**src/rtl/muldiv_unit.sv**
```systemverilog
// Iterative RV32M multiply/divide unit: radix-2 shift-add multiply and restoring divide, one step per cycle.
// Optional macro FAST_MUL_EN: MUL* ops use a single-cycle array multiplier instead of the iterative path.
module muldiv_unit #(
   parameter int DATA_WIDTH      = 32,
   parameter int REG_ADDR_LENGTH = 5
) (
   input  logic                       clk_i,
   input  logic                       rst_i,
   input  logic                       start_e_i,
   input  logic [2:0]                 op_e_i,
   input  logic [DATA_WIDTH-1:0]      src_a_e_i,
   input  logic [DATA_WIDTH-1:0]      src_b_e_i,
   input  logic [REG_ADDR_LENGTH-1:0] rd_e_i,
   input  logic                       flush_e_i,
   output logic                       busy_o,
   output logic                       done_o,
   output logic [DATA_WIDTH-1:0]      result_o,
   output logic [REG_ADDR_LENGTH-1:0] rd_o
);

   localparam int W     = DATA_WIDTH;
   localparam int CNT_W = $clog2(DATA_WIDTH) + 1;
   localparam logic [CNT_W-1:0] CNT_INIT = CNT_W'(DATA_WIDTH);
   localparam logic [W-1:0]     MIN_NEG  = {1'b1, {(W-1){1'b0}}};

   localparam logic [2:0] OP_MUL    = 3'd0;
   localparam logic [2:0] OP_MULH   = 3'd1;
   localparam logic [2:0] OP_MULHSU = 3'd2;
   localparam logic [2:0] OP_DIV    = 3'd4;
   localparam logic [2:0] OP_REM    = 3'd6;

   typedef enum logic [1:0] {
      S_IDLE,
      S_BUSY,
      S_DONE
   } state_t;

   state_t               state_q, state_d;
   logic [CNT_W-1:0]     cnt_q, cnt_d;
   logic [W-1:0]         hi_q, hi_d;
   logic [W-1:0]         lo_q, lo_d;
   logic [W-1:0]         opnd_q, opnd_d;
   logic [2:0]           op_q, op_d;
   logic                 negq_q, negq_d;
   logic                 negr_q, negr_d;
   logic [W-1:0]         result_q, result_d;
   logic [REG_ADDR_LENGTH-1:0] rd_q, rd_d;

   logic                 a_sgn, b_sgn, a_neg, b_neg;
   logic [W-1:0]         a_mag, b_mag;
   logic                 div_zero, div_ovf;
   logic [2*W-1:0]       mstep, dstep, step;
   logic [W-1:0]         hi_n, lo_n, result_fin;

   // One shift-add step: {hi,lo} holds partial product in hi and remaining multiplier bits in lo.
   function automatic logic [2*W-1:0] mul_step(input logic [W-1:0] hi, input logic [W-1:0] lo,
                                               input logic [W-1:0] mcand);
      logic [W:0] sum;
      sum = lo[0] ? ({1'b0, hi} + {1'b0, mcand}) : {1'b0, hi};
      return {sum, lo[W-1:1]};
   endfunction

   // One restoring step: hi is the partial remainder, lo shifts dividend bits out and quotient bits in.
   function automatic logic [2*W-1:0] div_step(input logic [W-1:0] rem, input logic [W-1:0] quo,
                                               input logic [W-1:0] dvsr);
      logic [W:0]   sh;
      logic [W-1:0] diff;
      sh   = {rem, quo[W-1]};
      diff = sh[W-1:0] - dvsr;
      if (sh >= {1'b0, dvsr}) return {diff, quo[W-2:0], 1'b1};
      else                    return {sh[W-1:0], quo[W-2:0], 1'b0};
   endfunction

   function automatic logic [W-1:0] mul_result(input logic [2:0] op, input logic neg,
                                               input logic [2*W-1:0] prod);
      logic [2*W-1:0] p;
      p = neg ? (~prod + 1'b1) : prod;
      return (op == OP_MUL) ? p[W-1:0] : p[2*W-1:W];
   endfunction

   function automatic logic [W-1:0] div_result(input logic [2:0] op, input logic negq, input logic negr,
                                               input logic [W-1:0] rem, input logic [W-1:0] quo);
      if (op[1]) return negr ? (~rem + 1'b1) : rem;
      else       return negq ? (~quo + 1'b1) : quo;
   endfunction

   always_comb begin
      a_sgn    = (op_e_i == OP_MULH) || (op_e_i == OP_MULHSU) || (op_e_i == OP_DIV) || (op_e_i == OP_REM);
      b_sgn    = (op_e_i == OP_MULH) || (op_e_i == OP_DIV) || (op_e_i == OP_REM);
      a_neg    = a_sgn & src_a_e_i[W-1];
      b_neg    = b_sgn & src_b_e_i[W-1];
      a_mag    = a_neg ? (~src_a_e_i + 1'b1) : src_a_e_i;
      b_mag    = b_neg ? (~src_b_e_i + 1'b1) : src_b_e_i;
      div_zero = op_e_i[2] && (src_b_e_i == '0);
      div_ovf  = ((op_e_i == OP_DIV) || (op_e_i == OP_REM)) &&
                 (src_a_e_i == MIN_NEG) && (src_b_e_i == '1);
   end

`ifdef FAST_MUL_EN
   logic [2*W-1:0] fa, fb, fprod;

   // Operands are sign- or zero-extended to 2W bits so the truncated product is exact.
   always_comb begin
      fa    = {{W{a_sgn & src_a_e_i[W-1]}}, src_a_e_i};
      fb    = {{W{b_sgn & src_b_e_i[W-1]}}, src_b_e_i};
      fprod = fa * fb;
   end
`endif

   always_comb begin
      mstep      = mul_step(hi_q, lo_q, opnd_q);
      dstep      = div_step(hi_q, lo_q, opnd_q);
      step       = op_q[2] ? dstep : mstep;
      hi_n       = step[2*W-1:W];
      lo_n       = step[W-1:0];
      result_fin = op_q[2] ? div_result(op_q, negq_q, negr_q, hi_n, lo_n)
                           : mul_result(op_q, negq_q, step);
   end

   always_comb begin
      state_d  = state_q;
      cnt_d    = cnt_q;
      hi_d     = hi_q;
      lo_d     = lo_q;
      opnd_d   = opnd_q;
      op_d     = op_q;
      negq_d   = negq_q;
      negr_d   = negr_q;
      result_d = result_q;
      rd_d     = rd_q;
      busy_o   = 1'b0;
      done_o   = 1'b0;

      case (state_q)
         S_IDLE: begin
            if (start_e_i && !flush_e_i) begin
               busy_o = 1'b1;
               op_d   = op_e_i;
               rd_d   = rd_e_i;
               if (div_zero) begin
                  result_d = op_e_i[1] ? src_a_e_i : '1;
                  state_d  = S_DONE;
               end else if (div_ovf) begin
                  result_d = op_e_i[1] ? '0 : MIN_NEG;
                  state_d  = S_DONE;
               end
`ifdef FAST_MUL_EN
               else if (!op_e_i[2]) begin
                  result_d = (op_e_i == OP_MUL) ? fprod[W-1:0] : fprod[2*W-1:W];
                  state_d  = S_DONE;
               end
`endif
               else begin
                  hi_d    = '0;
                  lo_d    = op_e_i[2] ? a_mag : b_mag;
                  opnd_d  = op_e_i[2] ? b_mag : a_mag;
                  negq_d  = a_neg ^ b_neg;
                  negr_d  = a_neg;
                  cnt_d   = CNT_INIT;
                  state_d = S_BUSY;
               end
            end
         end
         S_BUSY: begin
            busy_o = 1'b1;
            hi_d   = hi_n;
            lo_d   = lo_n;
            cnt_d  = cnt_q - 1'b1;
            if (cnt_q == CNT_W'(1)) begin
               result_d = result_fin;
               state_d  = S_DONE;
            end
         end
         S_DONE: begin
            done_o  = 1'b1;
            state_d = S_IDLE;
         end
         default: state_d = S_IDLE;
      endcase

      // A flushed instruction must leave no trace on the result interface.
      if (flush_e_i) begin
         state_d  = S_IDLE;
         cnt_d    = '0;
         done_o   = 1'b0;
         result_d = result_q;
         rd_d     = rd_q;
      end
   end

   always_ff @(posedge clk_i) begin
      if (rst_i) begin
         state_q  <= S_IDLE;
         cnt_q    <= '0;
         hi_q     <= '0;
         lo_q     <= '0;
         opnd_q   <= '0;
         op_q     <= '0;
         negq_q   <= 1'b0;
         negr_q   <= 1'b0;
         result_q <= '0;
         rd_q     <= '0;
      end else begin
         state_q  <= state_d;
         cnt_q    <= cnt_d;
         hi_q     <= hi_d;
         lo_q     <= lo_d;
         opnd_q   <= opnd_d;
         op_q     <= op_d;
         negq_q   <= negq_d;
         negr_q   <= negr_d;
         result_q <= result_d;
         rd_q     <= rd_d;
      end
   end

   assign result_o = result_q;
   assign rd_o     = rd_q;

endmodule

```
**config.mk**
```make
export PLATFORM = sky130hd
export DESIGN_NAME = muldiv_unit
export DESIGN_NICKNAME = d
export VERILOG_FILES = /design/src/rtl/muldiv_unit.sv
export SDC_FILE = /design/constraint.sdc
export NUM_CORES = 1
export LEC_CHECK = 0
export CORE_MARGIN = 5
export CORE_UTILIZATION = 40
export DETAILED_ROUTE_END_ITERATION = 8
export SLEW_MARGIN = 15
export SYNTH_ARGS = -nofsm -noshare
export SYNTH_HDL_FRONTEND = slang
export SYNTH_SLANG_ARGS = --single-unit
export TNS_END_PERCENT = 5
```
**constraint.sdc**
```tcl
create_clock -name clk_i -period 7 [get_ports clk_i]
set_clock_uncertainty 0.1 [all_clocks]
set_input_delay 0.7 -clock clk_i [delete_from_list [all_inputs] [get_ports clk_i]]
set_output_delay 0.7 -clock clk_i [all_outputs]
set_load 0.02 [all_outputs]
```
Word level (Yosys, flattened, before mapping) --
Cells that the tools add are included.
Cells by class: $add $sub $neg 8, order comparisons 1, equality and inequality tests 14, mux-type cells 41, bitwise operators 11, reductions and logical operators 22
Operator list (number):
- 32-bit 2-to-1 mux | 21
- 64-bit 2-to-1 mux | 3
- 32-bit one-hot mux with 2 select lines | 3
- 32-bit by 1-bit adder with 32-bit output (second input constant) | 4
- 32-bit inverter | 4
- 64-bit by 1-bit adder with 64-bit output (second input constant) | 1
- 32-bit equality test (second input constant) | 2
- 64-bit inverter | 1
- 32-bit by 32-bit adder with 33-bit output | 1
- 33-bit by 32-bit >= comparator with 1-bit output | 1
- 33-bit 2-to-1 mux | 1
- 32-bit logical NOT | 1
- 32-bit subtractor | 1
- 6-bit 2-to-1 mux | 3
- 6-bit one-hot mux with 2 select lines | 1
- 2-bit 2-to-1 mux | 4
- 2-bit inequality test (second input constant) | 4
- 4-bit AND reduction | 2
- 3-bit equality test (second input constant) | 2
- 6-bit by 1-bit equality test with 1-bit output (second input constant) | 1
- 1-bit logical OR | 6
- 6-bit by 1-bit subtractor with 6-bit output (second input constant) | 1
- 5-bit AND reduction | 1
- 1-bit logical AND | 4
- other kinds (18) | 24
Word-level totals: flip-flop bits (word level) 146, bits of input ports 76, word-level logic and storage cells 107

Longest topological paths before layout --
Gate-level depths: netlist (run 1).
depth in word-level cells 11, gate-level depth with buffers 24, depth with buffers taken out 21

Worst setup path before layout (run 1) --
Ideal clock, no wire load.
path type register -> register, from register op_q[2], to register result_q[26] (netlist: result_o[26]), setup time 0.069 ns, arrival time 6.003 ns, setup slack 0.827 ns, stages on the path, launching flop included 24, period minus slack after synthesis 6.173 ns, cells stage by stage dfxtp_1 -> buf_2 -> buf_2 -> clkbuf_1 -> buf_2 -> buf_2 -> buf_1 -> buf_1 -> buf_1 -> buf_2 -> clkbuf_1 -> nand2_1 -> o21ai_0 -> ha_1 -> o211ai_1 -> or3_1 -> or3_1 -> or4_1 -> inv_1 -> nand2_1 -> or4b_1 -> a21oi_1 -> a2111oi_0 -> o21ai_1
On the way: cells in the longest elaborated chain, start to end 8, elaborated cells between the ends (all ways) 16, classes of those cells add/sub: 3; mux: 9; bitwise: 3; reduce/logical: 1
Ends and longest elaborated chain:
- start: declaration | RTL line 43 | logic [2:0] op_q, op_d;
- start signal: assignment | RTL line 209 | op_q <= op_d;
- 64-bit 2-to-1 mux | RTL line 113 | step = op_q[2] ? dstep : mstep;
- 64-bit inverter (tied with other cells) | RTL line 77 | p = neg ? (~prod + 1'b1) : prod;
- 64-bit by 1-bit adder with 64-bit output (tied with other cells) | RTL line 77
- 64-bit 2-to-1 mux (tied with other cells) | RTL line 77
- 32-bit 2-to-1 mux (on tied branches) | RTL line 78, 83
- 32-bit 2-to-1 mux (*) | RTL line 116 | result_fin = op_q[2] ? div_result(op_q, negq_q, negr_q, hi_n, lo_n)
- 32-bit 2-to-1 mux (*) | RTL line 169 | if (cnt_q == CNT_W'(1)) begin
- 32-bit one-hot mux with 2 select lines (*) | RTL line 134 | case (state_q)
- end signal: assignment | RTL line 212 | result_q <= result_d;
- end: declaration | RTL line 46 | logic [W-1:0] result_q, result_d;
Every way passes the cells marked *; elsewhere a longest branch is shown, timed or not. The select of a mux whose other input is x is not followed. A chain may end at the register's enable or synchronous reset.

Worst setup path after layout (run 1) --
from input src_b_e_i[0], to register result_q[25] (netlist: result_o[25])
On the way: cells in the longest elaborated chain, start to end 5, elaborated cells between the ends (all ways) 9, classes of those cells eq/ne: 2; mux: 3; reduce/logical: 4
Ends and longest elaborated chain:
- start: declaration | RTL line 12 | input logic [DATA_WIDTH-1:0] src_b_e_i,
- 32-bit logical NOT | RTL line 94 | div_zero = op_e_i[2] && (src_b_e_i == '0);
- 1-bit logical AND | RTL line 94
- 32-bit 2-to-1 mux | RTL line 140 | if (div_zero) begin
- 32-bit 2-to-1 mux | RTL line 136 | if (start_e_i && !flush_e_i) begin
- 32-bit one-hot mux with 2 select lines | RTL line 134
Parallel ways exist; a longest one is shown, timed or not. The select of a mux whose other input is x is not followed.

==> impl_metrics.yaml, run 1 <==
logic_synthesis:
  synth_area_leader_cell: "dfxtp_1"
  synthXorXnorAreaFrac_pct: 8.71
  synth_top_family_by_area: "compound AO/OA/AOI/OAI gates"
  syn-num-nets: 2548
  yosys-top-cells-area: "dfxtp_1 (18%), a21oi_1 (6.9%), nand2_1 (6.3%)"
  syn-instance-count: 2399
  async_reset_ff_share_pct: 0
  synth-edff-count: 0
  synth_top_flop_cell: "dfxtp_1"
  syn-cell-area_um2: 16500
  synth_simple_gate_area_share_pct: 25.8
  synth_fa_ha_area_share_pct: 5.63
  yosysTopAreaCellShare_pct: 17.7
  post_synth_num_cell_types: 99
  avgSynthCellArea_um2: 6.88
  synth_seq_area_share_pct: 17.7
  ys_seq_elements: 146
  synth_compound_gate_area_share_pct: 32.8
  ys.warnings.count: 0
  post_synth_mux_area_share_pct: 3.46
grt:
  grt_pass1_vias: 17800
  grt_overflow: 0
  gr-usage-all-layers_pct: 32.0
  antenna_found_initial: 1
  grt_max_degree: 95
  grt_pass1_wl_mm: 112
pwr:
  p_per_area_nw_per_um2: 169
  irDropWorstVdd_uv: 173
  total_power_uw: 3140
  leakagePower_uw: 0.00677
place:
  hpwl_mm: 58.1
  dp_slack_ps: 580
  gp_congestion: 1.04
  io_buffers: 114
  dpl.cell_count: 2915
floorplan:
  num_rows: 74
  fp.dieW_um: 213
  die_area_um2: 45400
  core_um2: 40800
  io_pins: 115
  die_h_um: 213
  start_util_pct: 40.4
timing:
  slew_viol_final: 0
  worst_slew_pin_slew_ps: 1230
  hold_viol_final: 0
  rsz0062_at_grt: "no"
  max_freq_mhz: 164
  setup_tns_ps: 0
  slew_headroom_pct: 16.8
  min_period_over_period_pct: 87.4
  fin_ws_ps: 884
  period_minus_slack_ps: 6120
  setup_viol: 0
drt:
  dr.max_layer_used: "met4"
  wl_met3_mm: 7.67
  firstDrtPassIters: 6
  vias: 19300
  drt-total-wl_mm: 75.3
  met1Wirelength_mm: 31.9
  wl_per_cell_um: 25.6
  drt-initial-drc-count: 2409
  drc: 0
  drt.antenna.violating_nets: 0
  wl_met2_mm: 31.8
  viasPerCell: 6.53
final_layout:
  drive_above_1_share_pct: 6.42
  fillers: 4251
  nets: 2551
  final_cells: 2948
  multi_input_area_um2: 12600
  seqCellArea_um2: 2930
  syn_to_final_growth_pct: 12.8
clocking:
  cts_tree: "built"
  hold_buffers: 0
  h-tree-depth: 4
  clock_latency_ps: 480
  cts_buffers: 17
  cts.reportedPaths.clkPinSlew_ps: 70
  cts_root_buf: "clkbuf_16"
  cts_buffer_depth: 2
  cts_resized: 0
  cts_setup_buffers: 0
  cts_sinks: 146
worst_setup_path:
  slowest_stage: "o21ai_0"
  crit_top_cell: "a211o_1"
  crit_family: "simple AND/OR/NAND/NOR gates"
  cp.required_ps: 7320
  criticalPathCategory: "input port to flop"
  start_kind: "input port"
  path_cells: "clkdlybuf4s50_1 -> inv_1 -> ha_1 -> or3b_2 -> nor4_1 -> and2_1 -> and3_1 -> nand4b_1 -> o21ai_0 -> nand3_1 -> a211o_1 -> nor2_1 -> o21ai_0 -> a211o_1 -> nor3_1 -> a211o_1"
  max_stage_delay_ps: 570
  crit_path_max_fanout: 9
  path_buf_inv: 2
  cp-end-kind: "flop"
  worstPathArrival_ps: 6430
worst_hold_path:
  hold_class: "flop to flop"
flow_run:
  cap_violations: 0
run_status:
  outcome: "finished, final reports clean"
-- cell usage after synthesis (7+ instances only) --
cell type,count
nand2b_1,19
nand4_1,39
or3_1,25
a211o_1,10
o221ai_1,10
mux2_2,16
o21bai_1,10
o21ai_0,153
buf_1,20
nand3_1,57
and3_1,19
a311oi_1,16
nand2_1,278
nor3_1,85
nor3b_1,8
a21o_1,27
nor2_1,257
o31ai_1,25
or4_1,9
nor2b_1,13
o211ai_1,53
buf_2,13
mux2i_1,39
o21a_1,17
nor4_1,25
o211a_1,8
ha_1,71
a31oi_1,51
clkbuf_1,134
xor2_1,71
and2_1,10
dfxtp_1,146
a21oi_1,227
o41ai_1,9
a211oi_1,94
xnor2_1,93
inv_1,76
or2_2,14
a221oi_1,14
a22oi_1,7
-- report_power, final --
part	switching, µW	leakage, µW	internal [µW]
Clock	449	0.000297	585
Combinational	795	0.00528	402
Sequential	51.2	0.00119	862
Total	1300	0.00677	1850
-- worst register-to-register path, cell delays in order (launching register included) --
cell and delay [ps]:
dfxtp_1 370, inv_1 60, ha_1 390, a21oi_1 180, o21ai_1 170, o41ai_2 620
o211ai_2 220, nor2_2 260, nand2_1 80, o21ai_0 150, ha_1 240, o211ai_1 130
or3_1 450, or3_1 430, or4_1 670, inv_1 270, nand2_1 230, or4b_1 560
a21oi_1 170, a2111oi_0 80, o21ai_1 120
-- cells in the final DEF (no fill, tap or decap), drive strengths merged, types with 80 or more instances in the layout --
master and n:
dfxtp 146, a211oi 94, o21ai 159, a21oi 228, clkdlybuf4s50 112, inv 80, nand2 279, nor2 259
xnor2 93, nor3 86
-- routing by layer --
metal | vias to the layer above | track usage [%]
li1 | 8869 | -
met5 | - | 0
met1 | 9158 | 44.0
met4 | 0 | 14.7
met3 | 194 | 8.08
met2 | 1034 | 47.2
-- cell type report --
| class | count | area share (%) |
|---|---|---|
| timing repair buffer | 156 | 7.86 |
| clock inverter | 13 | 0.935 |
| tap | 532 | 3.58 |
| inverter | 77 | 1.55 |
| multi-input combinational | 2004 | 67.9 |
| clock buffer | 19 | 2.43 |
| sequential | 146 | 15.7 |
| antenna | 1 | 0.0135 |
-- sequential cells by signal, summed over array words and instances (netlist names) --
register	cells
op_q	3
result_o	32
hi_q	32
opnd_q	32
negr_q	1
lo_q	32
cnt_q	6
negq_q	1
state_q	2
rd_o	5
-- final timing paths --
kind	cells past startpoint	startpoint	slack, ps	end
max reg2reg	20	opnd_q[22]	1000	result_o[26]
min reg2reg	2	result_o[27]	340	result_o[27]
min	2	result_o[27]	340	result_o[27]
max	16	src_b_e_i[0]	880	result_o[25]
-- per-stage QoR --
stage	util [%]	hold WS [ps]	area (µm²)
2_1_floorplan	-	336	16500
3_3_place_gp	44.0	329	18000
3_5_place_dp	44.0	341	18000
4_1_cts	45.6	351	18600
5_1_grt	45.6	359	18600
6_report	45.6	345	18600
-- kinds of logic after synthesis --
kind of cell             Yosys count
multiplexers                      55
AND/OR/NAND/NOR                  895
adder cells (fa/ha/maj)           73
buffers and inverters            249
XOR/XNOR                         164
AO/OA/AOI/OAI                    817
flip-flops                       146
Power figures use the tool's default switching activity.
==> inputs of run 2 (changes only) <==
CORE_MARGIN = unset   (was 5)
SKIP_LAST_GASP = 1   (was unset)
==> run 2 against run 1 <==
Net effect: hold slack better by 14 ps; core utilization is 0.075 points lower; die area is 7.4% lower; cell count is 0.10% lower; via count is 0.80% lower; first-iteration DRC count is 1.7% lower; global-route usage is 2.4 points higher; sequential share of layout area is 0.062 points higher; critical path depth is 1 higher; final area is 0.39% lower; setup slack better by 4.2 ps.
==> impl_metrics.yaml, run 2 (synthesized netlist as in run 1, its figures left out) <==
run_status:
  outcome: "finished, final reports clean"
worst_setup_path:
  rr_endpoint: "result_o[22]"
  rrSetupSlack_ps: 890
  criticalPathCategory: "flop to flop"
  worstPathArrival_ps: 6310
  start_kind: "flop"
  crit_path_max_fanout: 15
  cp.required_ps: 7200
  cp-end-kind: "flop"
  rr_worst_depth: 17
  startpoint: "hi_q[3]"
  r2r_start: "hi_q[3]"
timing:
  min_period_over_period_pct: 87.3
  worst_slew_pin_slew_ps: 1160
  setup_viol: 0
  setup_tns_ps: 0
  max_freq_mhz: 164
  hold_viol_final: 0
  fin_ws_ps: 888
  period_minus_slack_ps: 6110
  rsz0062_at_grt: "no"
  slew_headroom_pct: 21.9
  slew_viol_final: 0
place:
  io_buffers: 114
  hpwl_mm: 56.9
  dp_slack_ps: 986
  gp_congestion: 0.999
final_layout:
  nets: 2549
  drive_above_1_share_pct: 6.38
  n_antenna_cell: 0
  layout_common_cells: "nand2_1 (278), nor2_1 (254), a21oi_1 (227), o21ai_0 (153), dfxtp_1 (144)"
  syn_to_final_growth_pct: 12.3
  fillers: 4244
  layout_commonest_cell: "nand2_1"
flow_run:
  cap_violations: 0
grt:
  gr-usage-all-layers_pct: 34.4
  grt_pass1_wl_mm: 109
  antenna_found_initial: 4
  grt_overflow: 0
  grt_pass1_vias: 17300
  grt_max_degree: 95
floorplan:
  start_util_pct: 40.5
  num_rows: 74
  die_h_um: 205
  core_um2: 40700
  fp.dieW_um: 205
  die_area_um2: 42100
  io_pins: 115
drt:
  drt-initial-drc-count: 2369
  drc: 0
  firstDrtPassIters: 6
  viasPerCell: 6.49
  drt.antenna.violating_nets: 0
  wl_per_cell_um: 25.0
  drt-total-wl_mm: 73.6
  vias: 19100
worst_hold_path:
  hold_class: "flop to flop"
  min-delay-start: "rd_o[0]"
  min_to: "rd_o[0]"
  whs_path_depth: 2
clocking:
  cts_setup_buffers: 0
  cts_sinks: 146
  cts_resized: 0
  cts_buffers: 17
  clock_latency_ps: 460
  hold_buffers: 0
  cts_tree: "built"
  h-tree-depth: 4
  cts_root_buf: "clkbuf_16"
  cts.reportedPaths.clkPinSlew_ps: 60
  cts_buffer_depth: 2
pwr:
  p_per_area_nw_per_um2: 166
  irDropWorstVdd_uv: 170
  leakagePower_uw: 0.00674
## run 2: cell types whose count changed in the layout (fill, tap and decap cells not counted), sizes merged
cell      before  now
buf           44   42
bufinv         3    1
clkbuf        19   18
clkinv         4    2
clkinvlp       3    2
diode          1    0
inv           80   86
## run 2: report_power, final
group	switching (µW)	total, µW	leakage, µW	internal (µW)
registers	49.6	912	0.00119	862
clock network	451	963	0.000283	512
logic	792	1190	0.00527	400
total	1290	3070	0.00674	1770
## run 2: critical path, cell delays in order, from the launching register on
cell	delay (ps)
dfxtp_1	380
ha_1	400
nand3_1	190
o21bai_1	340
a2111oi_4	560
o311a_2	430
nor2_2	100
o311ai_4	430
ha_1	250
inv_1	60
a211oi_1	390
nand4_1	360
nor4_2	800
nand2_1	340
o211a_1	290
or3_1	300
nand3_1	140
a311oi_1	100
## run 2: layout make-up
cell class / count / area (µm²) / area share, %
Timing Repair Buffer: 154 / 1430 / 7.74
Clock inverter: 14 / 143 / 0.770
Inverter: 77 / 289 / 1.56
Sequential cell: 146 / 2930 / 15.8
Clock buffer: 18 / 439 / 2.37
Multi-Input combinational cell: 2004 / 12600 / 68.2
Tap cell: 532 / 666 / 3.59
## run 2: metal layers
metal,global-route usage (%),share of wire [%],up-vias
met1,45.7,42,9075
li1,-,-,8872
met5,0,0.033,-
met4,18.8,5.6,4
met2,51.1,43,957
met3,7.84,9.1,192
## run 2: how the worst max path moves through the flow
stage                         endpoint  slack [ps]  depth (start not counted)
final                     result_o[22]         890                         17
after global routing      result_o[28]         460                         20
after CTS                 result_o[22]        1010                         20
after detailed placement  result_o[19]         990                         16
after global placement    result_o[22]        1200                         20
after floorplan           result_o[26]         830                         23
## run 2: through the flow
| stage | total power [µW] | instances | hold slack, ps | util, % | area [µm²] |
|---|---|---|---|---|---|
| final | 3070 | 2945 | 359 | 45.5 | 18500 |
| after CTS | 3040 | 2945 | 360 | 45.5 | 18500 |
| after detailed placement | 2080 | 2913 | 351 | 44.1 | 17900 |
| after global routing | 3190 | 2945 | 376 | 45.5 | 18500 |
| after floorplan | 1680 | 2399 | 336 | - | 16500 |
| after global placement | 2070 | 2913 | 343 | 44.1 | 17900 |
